**src/rtl/pri_arbiter_pkg.sv**
```systemverilog
`default_nettype none
// ============================================================================
// Module      : pri_arbiter_pkg
// Description : Shared constants and lowest-set-bit helper for pri_arbiter.
// Revision    : 1.0 - initial release
// ============================================================================
package pri_arbiter_pkg;

  localparam int c_default_wid = 8;
  localparam int c_max_wid     = 64;

  // Two's-complement trick: vec & -vec isolates the lowest set bit.
  function automatic logic [c_max_wid-1:0] lowest_set_onehot(
    input logic [c_max_wid-1:0] vec
  );
    return vec & (~vec + {{(c_max_wid-1){1'b0}}, 1'b1});
  endfunction

endpackage : pri_arbiter_pkg
`default_nettype wire

```
**src/rtl/pri_enc.sv**
```systemverilog
`default_nettype none
// ============================================================================
// Module      : pri_enc
// Description : One-hot to binary index encoder with valid flag.
// Revision    : 1.0 - initial release
// ============================================================================
module pri_enc #(
  parameter int WID  = 8,
  parameter int IDXW = $clog2(WID)
) (
  input  logic [WID-1:0]  i_onehot,
  output logic [IDXW-1:0] o_idx,
  output logic            o_vld
);

  // OR-reduction encoding: each index bit collects the one-hot lines whose
  // position has that bit set; an all-zero input yields index 0.
  always_comb begin
    o_idx = '0;
    for (int n = 0; n < WID; n++) begin
      if (i_onehot[n]) begin
        o_idx = o_idx | IDXW'(n);
      end
    end
  end

  assign o_vld = |i_onehot;

endmodule : pri_enc
`default_nettype wire

```
**src/rtl/pri_arbiter.sv**
```systemverilog
`default_nettype none
// ============================================================================
// Module      : pri_arbiter
// Description : Fixed-priority arbiter (bit 0 highest) with registered copies.
// Revision    : 1.0 - initial release
// ============================================================================
module pri_arbiter
  import pri_arbiter_pkg::*;
#(
  parameter int WID  = c_default_wid,
  parameter int IDXW = $clog2(WID)
) (
  input  logic            clk_i,
  input  logic            rst_i,
  input  logic [WID-1:0]  req_i,
  output logic [WID-1:0]  gnt_o,
  output logic            gnt_vld_o,
  output logic [IDXW-1:0] gnt_idx_o,
  output logic [WID-1:0]  gnt_q_o,
  output logic            gnt_vld_q_o,
  output logic [IDXW-1:0] gnt_idx_q_o
);

  logic [c_max_wid-1:0] w_req_ext;
  logic [c_max_wid-1:0] w_gnt_ext;
  logic [WID-1:0]       w_gnt;
  logic                 w_vld;
  logic [IDXW-1:0]      w_idx;

  logic [WID-1:0]       r_gnt;
  logic                 r_vld;
  logic [IDXW-1:0]      r_idx;

  assign w_req_ext = c_max_wid'(req_i);
  assign w_gnt_ext = lowest_set_onehot(w_req_ext);
  assign w_gnt     = w_gnt_ext[WID-1:0];

  // Upper grant bits are always zero because the request is zero-extended.
  if (WID < c_max_wid) begin : g_hi_bits
    logic w_unused_hi;
    assign w_unused_hi = |w_gnt_ext[c_max_wid-1:WID];
  end : g_hi_bits

  pri_enc #(
    .WID  (WID),
    .IDXW (IDXW)
  ) u_pri_enc (
    .i_onehot (w_gnt),
    .o_idx    (w_idx),
    .o_vld    (w_vld)
  );

  always_ff @(posedge clk_i or posedge rst_i) begin
    if (rst_i) begin
      r_gnt <= '0;
      r_vld <= 1'b0;
      r_idx <= '0;
    end else begin
      r_gnt <= w_gnt;
      r_vld <= w_vld;
      r_idx <= w_idx;
    end
  end

  assign gnt_o       = w_gnt;
  assign gnt_vld_o   = w_vld;
  assign gnt_idx_o   = w_idx;
  assign gnt_q_o     = r_gnt;
  assign gnt_vld_q_o = r_vld;
  assign gnt_idx_q_o = r_idx;

endmodule : pri_arbiter
`default_nettype wire

```
**config.mk**
```make
export PLATFORM = sky130hd
export DESIGN_NAME = pri_arbiter
export DESIGN_NICKNAME = d
export VERILOG_FILES = /design/src/rtl/pri_arbiter_pkg.sv /design/src/rtl/pri_enc.sv /design/src/rtl/pri_arbiter.sv
export SDC_FILE = /design/constraint.sdc
export NUM_CORES = 1
export LEC_CHECK = 0
export BUFFER_PORTS_ARGS = -buffer_cell sky130_fd_sc_hd__buf_2
export CAP_MARGIN = 25
export CORE_AREA = 2 2 39 41
export CTS_BUF_LIST = sky130_fd_sc_hd__clkbuf_16
export DETAILED_ROUTE_END_ITERATION = 16
export DIE_AREA = 0 0 41 43
export PLACE_DENSITY = 0.72
export SETUP_SLACK_MARGIN = 0.1
export SYNTH_ARGS = -nofsm -noshare
export SYNTH_HDL_FRONTEND = slang
export SYNTH_SLANG_ARGS = --single-unit
```
**constraint.sdc**
```tcl
create_clock -name clk_i -period 3.9 [get_ports clk_i]
set_input_delay 1.17 -clock clk_i [delete_from_list [all_inputs] [get_ports clk_i]]
set_output_delay 1.17 -clock clk_i [all_outputs]
set_load 0.005 [all_outputs]
```
* Yosys cells after proc, flatten, opt, wreduce, memory -nomap -nowiden *
Index checks and enable logic that the tools add are counted.

storage, ports and cells
  logic and storage cells = 14
  register bits after elaboration = 12
  bits of input ports = 10
  output and inout bits = 24

cells by class
  add/subtract/negate cells = 1
  mux-type cells = 7
  bitwise operators = 2
  reductions and logical operators = 1

operator list
  cell                 number
  $mux 3               4
  $add 8x1->8 const B  1
  $and 8x8->8          1
  $not 8->8            1
  $reduce_or 8->1      1
  $mux 2               2
  $mux 1               1

* Depth between registers and ports, before layout *
Gate-level depths: netlist of the first run.

  depth after elaboration = 10
  mapped depth = 3
  mapped depth without buffers = 3

* Modules after synthesis *
A second synthesis of the first run with hierarchy kept.

unflattened totals
  cells, all modules = 28
  area total of the unflattened synthesis = 436.7 µm²

modules (own cells, without submodules)
  module       sequential area each (µm²)  cells each  instances  area each (µm²)
  pri_arbiter  300.3                       23          1          387.9
  pri_enc      0.0                         5           1          48.8

* Worst setup path after synthesis of the first run *
Ideal clock, no wire load.

  kind = input-to-output
  start = in req_i[0]
  end = out gnt_o[5]
  arrival = 1.903 ns
  setup slack = 0.827 ns
  path buffers = 0
  data required time = 2.730 ns
  stages on the path = 2
  cell sequence = or4_4 nor3b_2

on the way
  word-level cells in the longest chain between the ends = 3

RTL lines
  element      RTL line               source
  from (decl)  pri_arbiter.sv:15      input logic [WID-1:0] req_i,
  $not 8->8    pri_arbiter_pkg.sv:16  return vec & (~vec + {{(c_max_wid-1){1'b0}}, 1'b1});
  $add 8x1->8  pri_arbiter_pkg.sv:16
  $and 8x8->8  pri_arbiter_pkg.sv:16
  to (decl)    pri_arbiter.sv:16      output logic [WID-1:0] gnt_o,

No other way between the ends.

* Worst setup path in the final report of the first run *
  start = in req_i[0]
  end = out gnt_idx_o[2]

on the way
  word-level cells in the longest chain between the ends = 7

RTL lines
  element              RTL line               source
  $not 8->8 (*)        pri_arbiter_pkg.sv:16
  $add 8x1->8 (*)      pri_arbiter_pkg.sv:16
  $and 8x8->8 (*)      pri_arbiter_pkg.sv:16
  $mux 3 (3 in a row)  pri_enc.sv:21          if (i_onehot[n]) begin
  $mux 3 (*)           pri_enc.sv:21
  to (decl)            pri_arbiter.sv:18      output logic [IDXW-1:0] gnt_idx_o,

Mark *: on every way between the ends. The rest lies on a longest branch, timed or not.

==> run_results.csv, run 1 <==
group,metric,value,unit
status,status,"complete, no violations",
drt,ant_nets,0,
synth,yosysMostFrequentCell,"dfrtp_1",
setup_path,crit_required,2730,ps
power,pwr-share-comb,0.078,
clock_tree,htreeDepth,1,
flow_run,cap_viol_max_count,0,
global_route,antenna_found_initial,0,
placement,gp_congestion,0.642,
power,internal-power,275,uW
power,ir_drop,0.000156,V
global_route,grt_pass1_vias,382,
synth,synth_top_area_cell,"dfrtp_1",
setup_path,cpPeakStageDelay,550,ps
clock_tree,path_clk_slew,40,ps
global_route,globalRouteOverflowTotal,0,
floorplan,pin_count,34,
setup_path,crit_family,"simple AND/OR/NAND/NOR gates",
drt,drt_iter0_drc,1,
timing,fin_crit_sh,0.867,
timing,worst_slew_pin_slew,447,ps
timing,slew_violations,0,
synth,synth_top_area_frac,0.669,
timing,rsz0062_at_grt,"no",
cells_and_area,antenna_cells,0,
timing,finalCriticalPeriod,3380,ps
cells_and_area,final_core_util,0.510,
floorplan,die_h,43,microns
drt,dr.pass1.iters,2,
floorplan,start_util,0.325,
floorplan,die_w,41,microns
setup_path,crit_path_start,"req_i[0]",
drt,via_per_inst,4.60,
clock_tree,cts_sinks,12,
synth,avgSynthCellArea,12.1,sq um
power,p_leak,0.000406,uW
timing,setup_viol,0,
synth,synth-seq-cells,12,
global_route,track_usage,0.142,
drt,drcViolationCount,0,
floorplan,core,1380,sq um
synth,synthCells,37,
drt,totalWireLength,1.14,mm
clock_tree,holdBufCountCts,0,
floorplan,num_rows,14,
timing,slew_headroom,0.702,
min_path,hold_path_class,"in2async",
cells_and_area,syn2layout_area_growth,57.1,%
setup_path,path_buf_inv,2,
cells_and_area,nNetsFinal,84,
synth,yosysWarningCount,0,
clock_tree,post_cts_resized,0,
placement,port_buffers,33,
power,p_per_area,487,nW/um^2
cells_and_area,drive_gt1_frac,0.534,
power,p_sw_frac,0.198,
global_route,grt_pass1_wl,1.60,mm
synth,async_flop_share,1.00,
setup_path,cp-start-kind,"input port",
synth,synthFlopType,"dfrtp_1",
synth,syn-num-nets,47,
cells_and_area,fillers,124,
timing,hold_violations,0,
floorplan,dieArea,1760,sq um
clock_tree,root_buffer,"clkbuf_16",
synth,synthesis.area,449,sq um
power,pwr-share-seq,0.377,
power,power_switching,68.1,uW
cells_and_area,final-seq-area,300,sq um
setup_path,worstPathCellList,"buf_2, or4_4, a21oi_1, buf_2",
clock_tree,postCtsSetupBuffers,0,
global_route,grt_max_degree,13,
setup_path,worstPathArrival,2210,ps
drt,vias,409,
setup_path,path_class,"in2out",
cells_and_area,multi_input_area,134,sq um
clock_tree,cts_buffers,3,
synth,synth_common_cells,"dfrtp_1 (12), nor2_1 (6), and2_1 (3), inv_1 (2), o21ai_0 (2)",
clock_tree,cts_tree,"built",
setup_path,worst-path-max-fanout,7,
setup_path,crit_path_frequent_cell,"buf_2",
power,clkPwrFrac,0.545,
synth,synth_cell_types,17,
drt,wl_per_cell,12.8,microns
synth,synth_edf_count,0,
timing,max_freq,296,MHz
synth,yosysSeqAreaShare,0.669,
setup_path,cp_slowest_cell,"or4_4",
synth,synth.area.top_cells,"dfrtp_1 (67%), nor2_1 (5.0%), and2_1 (4.2%)",
setup_path,worstSetupEndpointType,"output port",
timing,fin_tns_setup,0,ps
clock_tree,cts_buffer_depth,2,
logic make-up after synthesis:
family	Yosys count	synth area share
AOI/OAI and AO/OA	5	0.0669
buffers and inverters	3	0.0334
and+or+nand+nor	17	0.231
DFF	12	0.669
routing by layer:
layer  vias to the layer above  part of all wire  global-route usage
met2                        22              0.52               0.197
li1                        192                 -                   -
met5                         -                 0                   0
met4                         0             0.017               0.140
met1                       193              0.39               0.167
met3                         2             0.071              0.0314
layout by cell type, fill, tap and decap left out, drive strengths merged:
| master | count |
|---|---|
| nand2 | 1 |
| o21ai | 2 |
| and2b | 1 |
| buf | 33 |
| clkinv | 1 |
| dfrtp | 12 |
| nor3b | 1 |
| o21bai | 1 |
| nor4b | 1 |
| nor2b | 1 |
| a21oi | 1 |
| a21boi | 1 |
| nor3 | 1 |
| and2 | 3 |
| nor2 | 6 |
| inv | 2 |
| clkbuf | 3 |
| and3 | 1 |
| or4 | 1 |
through the flow:
step	hold WS, ps	instances	instance area (sq um)	worst slack, ps	total power [uW]
6_report	931	89	706	518	344
2_1_floorplan	1030	37	449	827	142
4_1_cts	942	89	706	511	346
3_3_place_gp	1170	85	627	558	157
3_5_place_dp	1190	85	627	527	158
5_1_grt	983	89	706	488	355
area by class of cell:
| class | count | area share |
|---|---|---|
| multi-input combinational | 22 | 0.190 |
| clock inverter | 1 | 0.00532 |
| timing repair buffer | 33 | 0.234 |
| clock buffer | 3 | 0.106 |
| tap | 16 | 0.0284 |
| inverter | 2 | 0.0106 |
| sequential | 12 | 0.426 |
state kept, by name, summed over array words and instances (netlist names):
signal,cells
gnt_idx_q_o,3
gnt_q_o,8
gnt_vld_q_o,1
power groups by stage:
stage | registers, uW | clock network (uW) | logic (uW)
6_report | 130 | 187 | 26.9
5_1_grt | 130 | 194 | 30.4
4_1_cts | 130 | 189 | 27.2
3_5_place_dp | 131 | 0 | 26.8
3_3_place_gp | 131 | 0 | 26.0
2_1_floorplan | 132 | 0 | 10.2
final timing paths:
path                             endpoint  slack [ps]  cells after the start
setup / recovery             gnt_idx_o[2]         520                      4
hold / removal             gnt_idx_q_o[2]         930                      2
max in group asynchronous      gnt_q_o[2]        2660                      2
min in group clk_i             gnt_q_o[0]        1110                      1
Note: power is estimated with default switching activity, not from simulation.
==> run 2, diff against run 1 <==
--- a/config.mk
+++ b/config.mk
@@ -12,6 +12,7 @@
 export DETAILED_ROUTE_END_ITERATION = 16
 export DIE_AREA = 0 0 41 43
 export PLACE_DENSITY = 0.72
+export REMOVE_ABC_BUFFERS = 1
 export SETUP_SLACK_MARGIN = 0.1
 export SYNTH_ARGS = -nofsm -noshare
 export SYNTH_HDL_FRONTEND = slang
==> run_results.csv, run 2 (same netlist as run 1, synthesis figures left out) <==
group,metric,value,unit
power,p_per_area,481,nW/um^2
cells_and_area,layout_commonest_cell,"buf_2",
drt,totalWireLength,1.01,mm
floorplan,die_h,43,microns
placement,gp_congestion,0.669,
cells_and_area,fin_area,706,sq um
clock_tree,cts_sinks,12,
setup_path,path_class,"in2out",
drt,drt_iter0_drc,6,
setup_path,worst-path-max-fanout,7,
timing,slew_headroom,0.702,
clock_tree,cts_tree,"built",
cells_and_area,fillers,132,
placement,hpwlAfterDp,773,microns
drt,drcViolationCount,0,
min_path,hold_path_class,"in2async",
timing,fin_crit_sh,0.860,
timing,holdWs,931,ps
timing,slew_violations,0,
drt,ant_nets,0,
status,status,"complete, no violations",
placement,placed_cell_area,627,sq um
timing,finalCriticalPeriod,3350,ps
placement,port_buffers,33,
setup_path,worstPathArrival,2180,ps
cells_and_area,antenna_cells,0,
floorplan,start_util,0.325,
setup_path,cp_slowest_cell,"or4_4",
timing,fin_tns_setup,0,ps
clock_tree,cts_buffer_depth,2,
clock_tree,postCtsSetupBuffers,0,
clock_tree,post_cts_resized,0,
cells_and_area,nNetsFinal,84,
setup_path,cp-start-kind,"input port",
floorplan,dieArea,1760,sq um
drt,dr.pass1.iters,2,
setup_path,crit_required,2730,ps
global_route,track_usage,0.126,
flow_run,cap_viol_max_count,0,
power,ir_drop,0.000186,V
timing,setup_viol,0,
cells_and_area,drive_gt1_frac,0.534,
clock_tree,holdBufCountCts,0,
setup_path,worstSetupEndpointType,"output port",
timing,max_freq,298,MHz
global_route,grt_max_degree,13,
power,p_leak,0.000406,uW
clock_tree,cts_buffers,3,
timing,hold_violations,0,
drt,via_per_inst,4.54,
floorplan,die_w,41,microns
cells_and_area,final_cell_mix,"buf_2 (33), dfrtp_1 (12), nor2_1 (6)",
timing,rsz0062_at_grt,"no",
cells_and_area,syn2layout_area_growth,57.1,%
drt,vias,404,
global_route,globalRouteOverflowTotal,0,
global_route,antenna_found_initial,0,
setup_path,worstPathCellList,"buf_2, or4_4, nor3b_2, buf_2",
global_route,grt_pass1_wl,1.51,mm
timing,worst_slew_pin_slew,446,ps
cells_and_area,largest_reg_flops,8,
floorplan,core,1380,sq um
clock_tree,htreeDepth,1,
drt,wl_per_cell,11.3,microns
setup_path,cpPeakStageDelay,560,ps
clock_tree,path_clk_slew,40,ps
global_route,grt_pass1_vias,348,
floorplan,pin_count,34,
floorplan,num_rows,14,
clock_tree,root_buffer,"clkbuf_16",
setup_path,crit_path_frequent_cell,"buf_2",
==> run 2: critical path, delay by kind of cell <==
kind	cells	cell delay, ps
AND/OR/NAND/NOR	2	750
buffers and inverters	2	270
==> run 2: worst paths after layout <==
check	start	endpoint	slack (ps)
max	req_i[0]	gnt_o[5]	550
min	rst_i	gnt_q_o[5]	930
max in group asynchronous	rst_i	gnt_q_o[4]	2660
min in group clk_i	req_i[0]	gnt_q_o[0]	1120
==> run 2: report_power, final <==
| part | switching, uW | total (uW) | leakage (uW) | internal, uW |
|---|---|---|---|---|
| registers | 0.755 | 129 | 0.000155 | 129 |
| logic | 14.4 | 26.3 | 0.000212 | 11.9 |
| clock network | 49.2 | 184 | 0.0000385 | 135 |
==> run 2: cell type report <==
type	count	area, sq um	share of cell area
tap	16	20.0	0.0284
inverter	2	7.51	0.0106
multi-input combinational	22	134	0.190
timing repair buffer	33	165	0.234
clock inverter	1	3.75	0.00532
sequential	12	300	0.426
clock buffer	3	75.1	0.106
==> run 2: through the flow <==
step / std cells / setup slack (ps) / total power (uW) / util
final: 89 / 547 / 339 / 0.510
after floorplan: 36 / 827 / 141 / -
after detailed placement: 85 / 538 / 158 / 0.453
after global placement: 85 / 556 / 157 / 0.453
after CTS: 89 / 535 / 343 / 0.510
after global routing: 89 / 491 / 352 / 0.510
==> run 2: routing by layer <==
metal / wire length [microns] / up-vias / share of wire / global-route usage
met1: 404 / 185 / 0.40 / 0.160
met2: 488 / 23 / 0.49 / 0.191
met4: 0 / 0 / 0 / 0.0400
met3: 113 / 0 / 0.11 / 0.0471
met5: 0 / - / 0 / 0
li1: - / 196 / - / -
==> run 3, diff against run 2 <==
--- a/config.mk
+++ b/config.mk
@@ -5,13 +5,14 @@
 export SDC_FILE = /design/constraint.sdc
 export NUM_CORES = 1
 export LEC_CHECK = 0
+export ABC_AREA = 1
 export BUFFER_PORTS_ARGS = -buffer_cell sky130_fd_sc_hd__buf_2
 export CAP_MARGIN = 25
 export CORE_AREA = 2 2 39 41
-export CTS_BUF_LIST = sky130_fd_sc_hd__clkbuf_16
+export CTS_BUF_LIST = sky130_fd_sc_hd__clkbuf_4 sky130_fd_sc_hd__clkbuf_8
 export DETAILED_ROUTE_END_ITERATION = 16
 export DIE_AREA = 0 0 41 43
-export PLACE_DENSITY = 0.72
+export PLACE_DENSITY = 0.77
 export REMOVE_ABC_BUFFERS = 1
 export SETUP_SLACK_MARGIN = 0.1
 export SYNTH_ARGS = -nofsm -noshare
==> constraint.sdc (replaced) <==
create_clock -name clk_i -period 3.84 [get_ports clk_i]
set_input_delay 1.152 -clock clk_i [delete_from_list [all_inputs] [get_ports clk_i]]
set_output_delay 1.152 -clock clk_i [all_outputs]
set_load 0.005 [all_outputs]
==> run_results.csv, run 3 <==
group,metric,value,unit
floorplan,die_h,43,microns
power,p_per_area,361,nW/um^2
timing,fin_tns_setup,0,ps
timing,rsz0062_at_grt,"no",
status,status,"complete, no violations",
synth,yosysSeqAreaShare,0.591,
clock_tree,htreeDepth,1,
drt,via_per_inst,4.70,
floorplan,die_w,41,microns
timing,finalCriticalPeriod,3140,ps
placement,dp_cells,101,
setup_path,path_class,"in2out",
setup_path,cp-start-kind,"input port",
cells_and_area,nNetsFinal,100,
clock_tree,path_clk_slew,70,ps
drt,dr.pass1.iters,4,
timing,slew_headroom,0.713,
synth,synth_top_area_cell,"dfrtp_1",
synth,synth-seq-cells,12,
placement,port_buffers,33,
synth,synth_cell_types,15,
clock_tree,cts_tree,"built",
synth,avgSynthCellArea,9.58,sq um
timing,setup_viol,0,
drt,wl_per_cell,11.2,microns
cells_and_area,fillers,123,
cells_and_area,largest_reg_flops,8,
clock_tree,root_buffer,"clkbuf_4",
power,p_sw_frac,0.232,
clock_tree,cts_sinks,12,
synth,synthCells,53,
global_route,track_usage,0.153,
drt,drt_iter0_drc,10,
clock_tree,cts_buffers,3,
placement,gp_congestion,0.807,
floorplan,start_util,0.367,
power,internal-power,200,uW
power,clkPwrFrac,0.376,
drt,vias,493,
drt,ant_nets,0,
global_route,grt_pass1_wl,1.81,mm
drt,totalWireLength,1.18,mm
setup_path,crit_required,2690,ps
cells_and_area,final_core_util,0.522,
global_route,grt_max_degree,13,
synth,synth.area.top_cells,"dfrtp_1 (59%), inv_1 (7.4%), nand2_1 (5.9%)",
timing,slew_violations,0,
cells_and_area,final_cells,105,
floorplan,core,1380,sq um
floorplan,dieArea,1760,sq um
flow_run,cap_viol_max_count,0,
power,ir_drop,0.000104,V
cells_and_area,layout_commonest_cell,"buf_2",
timing,worst_slew_pin_slew,430,ps
cells_and_area,final_cell_mix,"buf_2 (33), dfrtp_1 (12), inv_1 (10)",
synth,synth_top_area_frac,0.591,
clock_tree,cts_buffer_depth,2,
drt,drcViolationCount,0,
synth,synth_edf_count,0,
min_path,hold_path_class,"in2async",
power,pwr-share-seq,0.503,
synth,synthesis.area,508,sq um
timing,hold_violations,0,
timing,max_freq,318,MHz
clock_tree,postCtsSetupBuffers,0,
synth,yosysMostFrequentCell,"dfrtp_1",
synth,synthFlopType,"dfrtp_1",
placement,hpwlAfterDp,988,microns
power,pwr-share-comb,0.122,
setup_path,worst-path-max-fanout,6,
setup_path,worstSetupEndpointType,"output port",
synth,async_flop_share,1.00,
floorplan,num_rows,14,
synth,synth_common_cells,"dfrtp_1 (12), inv_1 (10), nand2_1 (8), nor2_1 (7)",
clock_tree,post_cts_resized,0,
timing,fin_crit_sh,0.818,
clock_tree,holdBufCountCts,0,
cells_and_area,antenna_cells,0,
cells_and_area,syn2layout_area_growth,42.1,%
global_route,antenna_found_initial,0,
power,power_switching,60.5,uW
global_route,globalRouteOverflowTotal,0,
synth,yosysWarningCount,0,
global_route,grt_pass1_vias,424,
cells_and_area,drive_gt1_frac,0.517,
setup_path,worstPathArrival,1990,ps
floorplan,pin_count,34,
power,p_leak,0.000452,uW
-- run 3: cell count changes in the layout (fill, tap and decap cells not counted), sizes merged, moves of 3 or more --
cell,change
and2,-3
inv,+9
nand3,+4
nand2,+8
nor2,+4
nor3,+3
-- run 3: cell families after synthesis --
kind of cell           after synthesis  share of synthesized area
AOI/OAI and AO/OA                    2                     0.0246
buffers and inverters               12                     0.0961
DFF                                 12                      0.591
and+or+nand+nor                     27                      0.288
-- run 3: path summary, 6_finish.rpt --
kind	startpoint	end	slack, ps	cells past startpoint
min in group clk_i	req_i[0]	gnt_q_o[0]	1070	1
max in group asynchronous	rst_i	gnt_q_o[3]	2680	2
max	req_i[0]	gnt_o[7]	700	7
min	rst_i	gnt_q_o[5]	870	2
-- run 3: power groups by stage --
stage	combinational [uW]	clock [uW]	sequential, uW
final	31.8	97.9	131
after global routing	36.6	105	132
after CTS	32.1	100	131
after detailed placement	32.0	0	134
after global placement	30.9	0	133
after floorplan	12.9	0	134
-- run 3: stage by stage --
stage	power, uW	hold WS [ps]	setup WS [ps]	instance area (sq um)
after floorplan	147	1020	1050	500
after global placement	164	1160	758	686
after detailed placement	166	1170	712	686
after CTS	263	875	711	722
after global routing	274	902	608	722
final	261	867	697	722
-- run 3: layer usage --
metal | up-vias | global-route usage | share of wire
met4 | 0 | 0.113 | 0.011
met2 | 26 | 0.234 | 0.52
met1 | 233 | 0.172 | 0.38
li1 | 232 | - | -
met5 | - | 0 | 0
met3 | 2 | 0.0366 | 0.086
-- run 3: cell type report --
type,count,area [sq um],area share
clock buffers,4,36.3,0.0503
inverters,11,41.3,0.0572
multi-input cells,29,159,0.220
flip-flops and latches,12,300,0.416
well taps,16,20.0,0.0277
repair buffers,33,165,0.229
-- run 3: worst max-delay path, stage by stage --
cell	delay, ps
buf_2	140
nor2_2	150
nand2_2	90
nor2_4	110
inv_2	50
nor3_2	150
buf_2	150
